===== src/rtl/sync_down_counter_pkg.sv =====
// Shared definitions for the lab counters: FSM state encoding and default width.
package dsd_counter_pkg;

  localparam int DEFAULT_WIDTH = 3;

  localparam logic ST_IDLE = 1'b0;
  localparam logic ST_RUN  = 1'b1;

  typedef enum logic {
    IDLE = ST_IDLE,
    RUN  = ST_RUN
  } state_e;

endpackage


===== src/rtl/sync_down_counter_if.sv =====
// Control/status bundle of the loadable down counter.
// load and en are level strobes sampled on every rising clk edge (no valid/ready
// back-pressure): the counter always accepts them; load wins over en on the same edge.
interface sync_down_counter_if
  import dsd_counter_pkg::*;
#(
  parameter int WIDTH = DEFAULT_WIDTH
);
  logic             load;
  logic [WIDTH-1:0] load_val;
  logic             en;
  logic [WIDTH-1:0] Q;
  logic             busy;
  logic             borrow;
  logic             state_dbg;

  modport master (
    output load, load_val, en,
    input  Q, busy, borrow, state_dbg
  );

  modport slave (
    input  load, load_val, en,
    output Q, busy, borrow, state_dbg
  );
endinterface


===== src/rtl/sync_down_counter_tff_cell.sv =====
// Single toggle flip-flop with asynchronous active-low clear; one bit of the counter.
module tff_cell (
  input  logic clk,
  input  logic clear,
  input  logic t,
  output logic q
);
  logic q_q;
  logic q_d;

  always_comb begin
    q_d = t ? ~q_q : q_q;
  end

  always_ff @(posedge clk or negedge clear) begin
    if (!clear) q_q <= 1'b0;
    else        q_q <= q_d;
  end

  assign q = q_q;
endmodule


===== src/rtl/sync_down_counter.sv =====
// Loadable down counter built from T flip-flops, with one-shot or auto-reload terminal
// behaviour. Define SYNC_DOWN_CNT_RELOAD_EN to reload from the start value after reaching 0.
module sync_down_counter
  import dsd_counter_pkg::*;
#(
  parameter int WIDTH = DEFAULT_WIDTH
) (
  input  logic                clk,
  input  logic                clear,
  sync_down_counter_if.slave  bus
);
  logic [WIDTH-1:0] cnt;
  logic [WIDTH-1:0] t;
  logic [WIDTH-1:0] reload_q, reload_d;
  state_e           state_q, state_d;
  logic             borrow_q, borrow_d;
  logic             lower_zero;

  for (genvar i = 0; i < WIDTH; i++) begin : g_cell
    tff_cell u_cell (
      .clk   (clk),
      .clear (clear),
      .t     (t[i]),
      .q     (cnt[i])
    );
  end

  always_comb begin
    t          = '0;
    lower_zero = 1'b1;
    state_d    = state_q;
    reload_d   = reload_q;
    borrow_d   = 1'b0;
    if (bus.load) begin
      // Toggle exactly the bits that differ from the new start value.
      t        = cnt ^ bus.load_val;
      reload_d = bus.load_val;
      state_d  = (bus.load_val != '0) ? RUN : IDLE;
    end else if (state_q == RUN && bus.en) begin
      if (cnt == '0) begin
`ifdef SYNC_DOWN_CNT_RELOAD_EN
        t = cnt ^ reload_q;
`else
        state_d = IDLE;
`endif
      end else begin
        // Bit i toggles when every lower bit is already 0.
        for (int i = 0; i < WIDTH; i++) begin
          t[i]       = lower_zero;
          lower_zero = lower_zero & ~cnt[i];
        end
        if (cnt == WIDTH'(1)) begin
          borrow_d = 1'b1;
`ifndef SYNC_DOWN_CNT_RELOAD_EN
          state_d  = IDLE;
`endif
        end
      end
    end
  end

  always_ff @(posedge clk or negedge clear) begin
    if (!clear) begin
      state_q  <= IDLE;
      reload_q <= '0;
      borrow_q <= 1'b0;
    end else begin
      state_q  <= state_d;
      reload_q <= reload_d;
      borrow_q <= borrow_d;
    end
  end

  assign bus.Q         = cnt;
  assign bus.busy      = (state_q == RUN);
  assign bus.borrow    = borrow_q;
  assign bus.state_dbg = logic'(state_q);
endmodule


===== src/flat_wrapper.sv =====
// flat-port wrapper written by rule: the top's interface ports become plain ports
module sync_down_counter_flat import dsd_counter_pkg::*;
#(
  parameter int WIDTH = DEFAULT_WIDTH
)
  (clk, clear, bus_load, bus_load_val, bus_en, bus_Q, bus_busy, bus_borrow, bus_state_dbg);
  sync_down_counter_if #(.WIDTH(WIDTH)) bus_i ();
  input  logic clk;
  input  logic clear;
  input wire logic [$bits(bus_i.load)-1:0] bus_load;
  input wire logic [$bits(bus_i.load_val)-1:0] bus_load_val;
  input wire logic [$bits(bus_i.en)-1:0] bus_en;
  output wire logic [$bits(bus_i.Q)-1:0] bus_Q;
  output wire logic [$bits(bus_i.busy)-1:0] bus_busy;
  output wire logic [$bits(bus_i.borrow)-1:0] bus_borrow;
  output wire logic [$bits(bus_i.state_dbg)-1:0] bus_state_dbg;
  assign bus_i.load = bus_load;
  assign bus_i.load_val = bus_load_val;
  assign bus_i.en = bus_en;
  assign bus_Q = bus_i.Q;
  assign bus_busy = bus_i.busy;
  assign bus_borrow = bus_i.borrow;
  assign bus_state_dbg = bus_i.state_dbg;
  sync_down_counter #(.WIDTH(WIDTH)) u_core (.clk(clk), .clear(clear), .bus(bus_i));
endmodule

===== config.mk =====
export PLATFORM = sky130hd
export DESIGN_NAME = sync_down_counter_flat
export DESIGN_NICKNAME = d
export VERILOG_FILES = /design/src/rtl/sync_down_counter_pkg.sv /design/src/rtl/sync_down_counter_if.sv /design/src/rtl/sync_down_counter_tff_cell.sv /design/src/rtl/sync_down_counter.sv /design/src/flat_wrapper.sv
export SDC_FILE = /design/constraint.sdc
export NUM_CORES = 1
export LEC_CHECK = 0
export CORE_AREA = 2 2 39 41
export CTS_CLUSTER_DIAMETER = 50
export CTS_CLUSTER_SIZE = 10
export DETAILED_ROUTE_END_ITERATION = 7
export DIE_AREA = 0 0 41 43
export GPL_TIMING_DRIVEN = 0
export PLACE_DENSITY_LB_ADDON = 0.1
export SYNTH_ARGS = -nofsm -noshare
export SYNTH_HDL_FRONTEND = slang
export SYNTH_SLANG_ARGS = --single-unit

===== constraint.sdc =====
create_clock -name clk -period 2.04 [get_ports clk]
set_input_delay 0.408 -clock clk [delete_from_list [all_inputs] [get_ports clk]]
set_output_delay 0.408 -clock clk [all_outputs]
set_load 0.01 [all_outputs]

Word-level counts from Yosys, hierarchy flattened. Cells that the tools add are included. W data, S select, Z words.

Bits in registers: 5. Output and inout port bits: 6.

Equality and inequality tests: 1. Muxes and demuxes: 12. Reductions and logical operators: 6. Bitwise logic cells: 5.

Operators by type and width (number): $mux W1 (9); $mux W3 (3); $reduce_bool A3 Y1 (2); $eq A3 B1 Y1 const B (1); $logic_not A3 Y1 (1); $not A1 Y1 (3); $xor A3 B3 Y3 (1); $reduce_and A2 Y1 (1); $reduce_bool A2 Y1 (1); $and A1 B1 Y1 (1); $logic_and A1 B1 Y1 (1).

Logic depth before layout (Yosys ltp). Gate-level depths: netlist of the first run.

Depth after elaboration: 5. Gate-level depth with buffers: 3. Mapped depth without buffers: 3.

Hierarchy. Synthesis of the first run repeated with hierarchy kept, for this count alone.

Cells, all modules: 28. Area, all modules: 271.5 um2.

By module, submodules not included: sync_down_counter (area each 170.2 um2, cells an instance 22, times used 1); tff_cell (area each 33.8 um2, cells an instance 2, times used 3).

Worst setup path before layout of the first run. OpenSTA, ideal clock, no wires.

Kind: reg-to-reg. Start: register u_core.state_q (netlist: u_core.bus.busy). End: register u_core.g_cell[1].u_cell.q_q. Period minus slack after synthesis: 1.105 ns. Path slack: 0.935 ns. Arrival time: 1.027 ns. Buffers on the path: 0. Cell stages (with the launch flop): 4. Cells stage by stage: dfrtp_1 nand3b_4 or3b_1 a21oi_1.

Longest elaborated chain between the ends: 3.

Ends and longest elaborated chain: from (decl) (line sync_down_counter.sv:15) `state_e state_q, state_d;`; from (signal assigned) (line sync_down_counter.sv:68) `state_q <= state_d;`; $logic_and A1 B1 Y1 (line sync_down_counter.sv:39) `end else if (state_q == RUN && bus.en) begin`; $mux W3 (line sync_down_counter.sv:39); $mux W3 (line sync_down_counter.sv:34) `if (bus.load) begin`; to (signal assigned) (line sync_down_counter_tff_cell.sv:17) `else q_q <= q_d;`; to (decl) (line sync_down_counter_tff_cell.sv:8) `logic q_q;`.

No other way between the ends. A chain may end at the register's enable or synchronous reset.

Final worst setup path of the first run.
Start: register u_core.state_q (netlist: u_core.bus.busy). End: output bus_state_dbg.

RTL lines: to (decl) (line flat_wrapper.sv:16) `output wire logic [$bits(bus_i.state_dbg)-1:0] bus_state_dbg;`.

No word-level cell between the ends.

==> reports/metrics.cfg, run 1 <==
[grt]
grt_pass1_vias=240
grt_first_pass_wirelength_um=1000
track_usage_pct=9.596
grt_max_degree=9
antenna_found_initial=0
grt-ovfl-total=0

[yosys]
ys_types=12
synth_top_area_share_pct=45.25
syn_area_per_cell_um2=9.876
synth_seq_area_share_pct=45.25
netlist_area_um2=276.5
yosysTopAreaCell=dfrtp_1
synth.area.top_cells=dfrtp_1 45%, a21oi_1 11%, buf_4 11%
synth-seq-cells=5
yosysWarnings=0
syn_nets=35
syn_inst=28

[clock_network]
cts_htree_levels=1
clock_latency_ns=0.24
cts_buffers=3
cts_hold_buf=0
cts_tree=built
post_cts_buffers=0
cts_resized=0
cts.clk_slew.worst_paths_ns=0.04
cts_max_path_buffers=2
cts_root_buf=clkbuf_4
cts_sinks=5

[timing]
grt_setup_unrepaired=false
final_hold_viol_count=0
relSlewSlack_pct=83.09
setup_ws_ns=0.2840
slew_violations=0
tightest_slew_ns=0.2513
fmax_ghz=0.5695
setup_violations=0
finalCritPeriodShare_pct=86.08
setup_tns_ns=0
min_period_ns=1.756
fin_skew_ns=0.001666

[worst_setup_path]
rr_endpoint=u_core.g_cell[1].u_cell.q
path_max_fanout=5
worstSetupPathType=reg -> out
rr_worst_depth=3
setup.worst_path.start_class=flop
crit_required_ns=1.63
r2r_setup_slack_ns=0.88
r2r-start=u_core.g_cell[0].u_cell.q
cp_data_arrival_time_ns=1.35
crit_path_end_kind=primary output

[route]
drtIter0Drc=1
routed_wl_um=577
vias=243
vias_per_cell=4.050
dr.pass1.iters=4
drc=0
wl_per_cell_um=9.617
ant_nets=0

[final_layout]
syn2layout_area_growth_pct=60.18
fin_area_um2=442.9
num-fill-cells=153
multi_input_area_um2=121.4
nets=52
regArea_um2=125.1
final_common_cell=clkdlybuf4s50_1
antennaDiodeCount=0
mostFrequentLayoutCells=12 x clkdlybuf4s50_1, 6 x a21oi_1, 5 x dfrtp_1
layout-drive-gt1-share_pct=18.18

[die]
io_pins=13
core_um2=1384
die_h_um=43
die-area_um2=1763
initial_utilization_pct=19.98
die_w_um=41
rows=14

[outcome]
status=completed

[place]
placed_area_um2=416.7
dp_slack_ns=0.3822
place_congestion=0.7159
io_buffer_count=12

[pwr]
ir_worst_vdd_mv=0.3062
pwr_density_cell_nw_per_um2=710.7
cellLeakagePower_nw=0.1855

[min_path]
worstHoldPathType=in -> async

[job]
cap_violations=0

[worst max path at each step]
| stage | startpoint | end | slack, ns | cells after the start |
|---|---|---|---|---|
| after floorplan | u_core.bus.busy | u_core.g_cell[1].u_cell.q | 0.94 | 3 |
| after global placement | bus_en | u_core.bus.busy | 0.37 | 4 |
| after detailed placement | bus_en | u_core.bus.busy | 0.38 | 4 |
| after CTS | u_core.bus.busy | bus_state_dbg | 0.27 | 2 |
| after global routing | u_core.bus.busy | bus_state_dbg | 0.20 | 2 |
| final | u_core.bus.busy | bus_state_dbg | 0.28 | 2 |
[metrics by stage]
step / total power, mW / std cells / utilization (%) / hold slack (ns)
finish: 0.3148 / 60 / 32.01 / 0.3845
global route: 0.3405 / 60 / 32.01 / 0.3902
CTS: 0.3223 / 60 / 32.01 / 0.3888
detailed placement: 0.2032 / 56 / 30.11 / 0.5224
global placement: 0.2026 / 56 / 30.11 / 0.5239
floorplan: 0.1587 / 28 / - / 0.1124
[Yosys cell counts, drive strengths merged]
cell	count
or3b	2
nor4	1
a21oi	6
o21ai	2
o21bai	1
nor2b	2
nand2b	1
nand2	2
dfrtp	5
nor2	1
buf	4
nand3b	1
[logic make-up after synthesis]
group | Yosys count | synth area share, %
simple gates | 10 | 26.70
compound gates | 9 | 17.20
flops | 5 | 45.25
buf+inv | 4 | 10.86
[flip-flops by register name (all words and copies together), names as in the netlist]
register	count
u_core.bus.busy	1
u_core.g_cell.u_cell.q	3
u_core.bus.borrow	1
[report_power, final]
group / internal [mW] / total (mW) / switching [mW]
combinational: 0.0520 / 0.0789 / 0.0269
clock: 0.0739 / 0.115 / 0.0408
sequential: 0.109 / 0.121 / 0.0123
[cell type report]
cell class                 count  area share [%]
clock buffer                   4           5.932
buffer                         4           6.780
timing repair buffer          12           27.12
tap                           16           4.520
multi-input combinational     19           27.40
sequential                     5           28.25
[layer usage]
metal	GRT usage (%)	part of all wire (%)	vias up
met3	3.141	7.5	2
met1	9.180	41	102
met5	0	0	-
li1	-	-	128
met2	12.50	49	11
met4	14.00	2.1	0
[critical path: stages, from the launching register on]
cell,delay (ns)
dfrtp_1,0.44
buf_4,0.14
clkdlybuf4s50_1,0.52
No activity file was read; power rests on OpenSTA's default activity.
==> run 2: changes to the inputs <==
--- a/config.mk
+++ b/config.mk
@@ -10,6 +10,7 @@
 export CTS_CLUSTER_SIZE = 10
 export DETAILED_ROUTE_END_ITERATION = 7
 export DIE_AREA = 0 0 41 43
+export DONT_BUFFER_PORTS = 1
 export GPL_TIMING_DRIVEN = 0
 export PLACE_DENSITY_LB_ADDON = 0.1
 export SYNTH_ARGS = -nofsm -noshare
==> run 2 against run 1 <==
- largest power group unchanged
- critical path depth shrank 1
- combinational power fell by 44%
- worst hold slack got worse by 0.11 ns
- final area decreased by 25%
- worst setup slack better by 0.43 ns
- clock-buffer cell count did not move
- global-route usage fell by 1.4 points
==> reports/metrics.cfg, run 2 (synthesis results as in run 1) <==
[worst_setup_path]
crit_required_ns=1.63  ; about the same
cp_top_family=flip-flops
crit_path_cell_trace=buf_4
cp_data_arrival_time_ns=0.92  ; -0.43 ns
path_max_fanout=5  ; unchanged
crit_path_end_kind=primary output
cp.depth=1  ; -1
rr_worst_depth=3  ; unchanged
slowest_stage=dfrtp_1
rr_endpoint=u_core.g_cell[1].u_cell.q
critPathBufInv=1  ; -1
worstSetupPathType=reg -> out
r2r_setup_slack_ns=0.83  ; -0.05 ns
r2r-start=u_core.bus.busy
slowest_delay_ns=0.50  ; -0.02 ns
setup.worst_path.start_class=flop

[place]
io_buffer_count=0  ; -12
placed_area_um2=296.5  ; -29%
hpwl_um=447.4
place_congestion=0.7525  ; +5.1%

[clock_network]
clock_latency_ns=0.24  ; about the same
cts_hold_buf=1  ; +1
cts_resized=0  ; unchanged
cts_sinks=5  ; unchanged
cts_buffers=3  ; unchanged
cts_tree=built
cts_htree_levels=1  ; unchanged
cts_root_buf=clkbuf_4
post_cts_buffers=0  ; unchanged
cts.clk_slew.worst_paths_ns=0.04  ; about the same
cts_max_path_buffers=2  ; unchanged

[grt]
grt_pass1_vias=226  ; -5.8%
grt_first_pass_wirelength_um=897  ; -10%
antenna_found_initial=0  ; unchanged
track_usage_pct=8.174  ; -1.4 points
grt_max_degree=9  ; unchanged
grt-ovfl-total=0  ; unchanged

[route]
wl_per_cell_um=11.45  ; +19%
dr.pass1.iters=2  ; -2
routed_wl_um=561  ; -2.8%
drc=0  ; unchanged
vias=207  ; -15%
vias_per_cell=4.224  ; +4.3%
drtIter0Drc=3  ; +2
ant_nets=0  ; unchanged

[timing]
fmax_ghz=0.7546  ; +33%
relSlewSlack_pct=80.77  ; -2.3 points
fin_skew_ns=0.002106  ; +0.0004399 ns
final_hold_viol_count=0  ; unchanged
hold_slack_ns=0.2733  ; -0.1113 ns
setup_tns_ns=0  ; unchanged
grt_setup_unrepaired=false
setup_violations=0  ; unchanged
min_period_ns=1.325  ; -0.4307 ns
finalCritPeriodShare_pct=64.96  ; -21 points
slew_violations=0  ; unchanged
tightest_slew_ns=0.2884  ; +0.03713 ns

[die]
die_h_um=43  ; unchanged
die-area_um2=1763  ; unchanged
die_w_um=41  ; unchanged
rows=14  ; unchanged
io_pins=13  ; unchanged
initial_utilization_pct=19.98  ; unchanged
core_um2=1384  ; unchanged

[final_layout]
fin_area_um2=332.8  ; -25%
nets=41  ; -21%
antennaDiodeCount=0  ; unchanged
post-route-util_pct=24.05  ; -8.0 points
final_common_cell=a21oi_1
layout-drive-gt1-share_pct=24.24  ; +6.1 points
mostFrequentLayoutCells=6 x a21oi_1, 5 x dfrtp_1, 4 x buf_4
syn2layout_area_growth_pct=20.36
largest_reg_flops=3  ; unchanged

[job]
cap_violations=0  ; unchanged

[min_path]
worstHoldPathType=in -> reg
worstHoldStart=bus_load
whs_endpoint=u_core.g_cell[2].u_cell.q
hold_depth=1

[outcome]
status=completed

[pwr]
pwr_density_cell_nw_per_um2=842.3  ; +19%
ir_worst_vdd_mv=0.2697  ; -12%
cellLeakagePower_nw=0.1426  ; -23%
total_power_mw=0.2803  ; -11%

==> run 2: cell types whose count changed in the layout (fill, tap and decap cells not counted) <==
cell,previous run,this run
clkdlybuf4s50_1,12,0
dlygate4sd3_1,0,1
==> run 2: area by class of cell <==
cell class,instances,area (um2)
multi-input cells,19,121.4
repair buffers,1,10.01
plain buffers,4,30.03
clock buffers,4,26.28
fillers,153,1051
flip-flops and latches,5,125.1
well taps,16,20.02
==> run 2: worst max path at each step <==
stage,startpoint,end
2_1_floorplan,u_core.bus.busy,u_core.g_cell[1].u_cell.q
3_3_place_gp,u_core.bus.busy,u_core.g_cell[1].u_cell.q
3_5_place_dp,u_core.bus.busy,u_core.g_cell[1].u_cell.q
4_1_cts,u_core.bus.busy,bus_state_dbg
5_1_grt,u_core.bus.busy,bus_state_dbg
6_report,u_core.bus.busy,bus_state_dbg
==> run 2: power by group <==
part           internal (mW)  total [mW]  switching, mW
logic                 0.0252      0.0442         0.0189
clock network         0.0739       0.113         0.0392
registers              0.109       0.123         0.0143
==> run 2: stage by stage <==
stage / setup slack, ns / std cells
3_5_place_dp: 0.8394 / 44
5_1_grt: 0.6610 / 49
6_report: 0.7148 / 49
2_1_floorplan: 0.9354 / 28
3_3_place_gp: 0.8460 / 44
4_1_cts: 0.7019 / 49
==> run 2: metal layers <==
layer	routed length [um]	vias up	global-route usage [%]
li1	-	104	-
met1	259	91	10.46
met2	231	10	8.438
met3	57	2	3.665
met4	13	0	10.00
met5	0	-	0
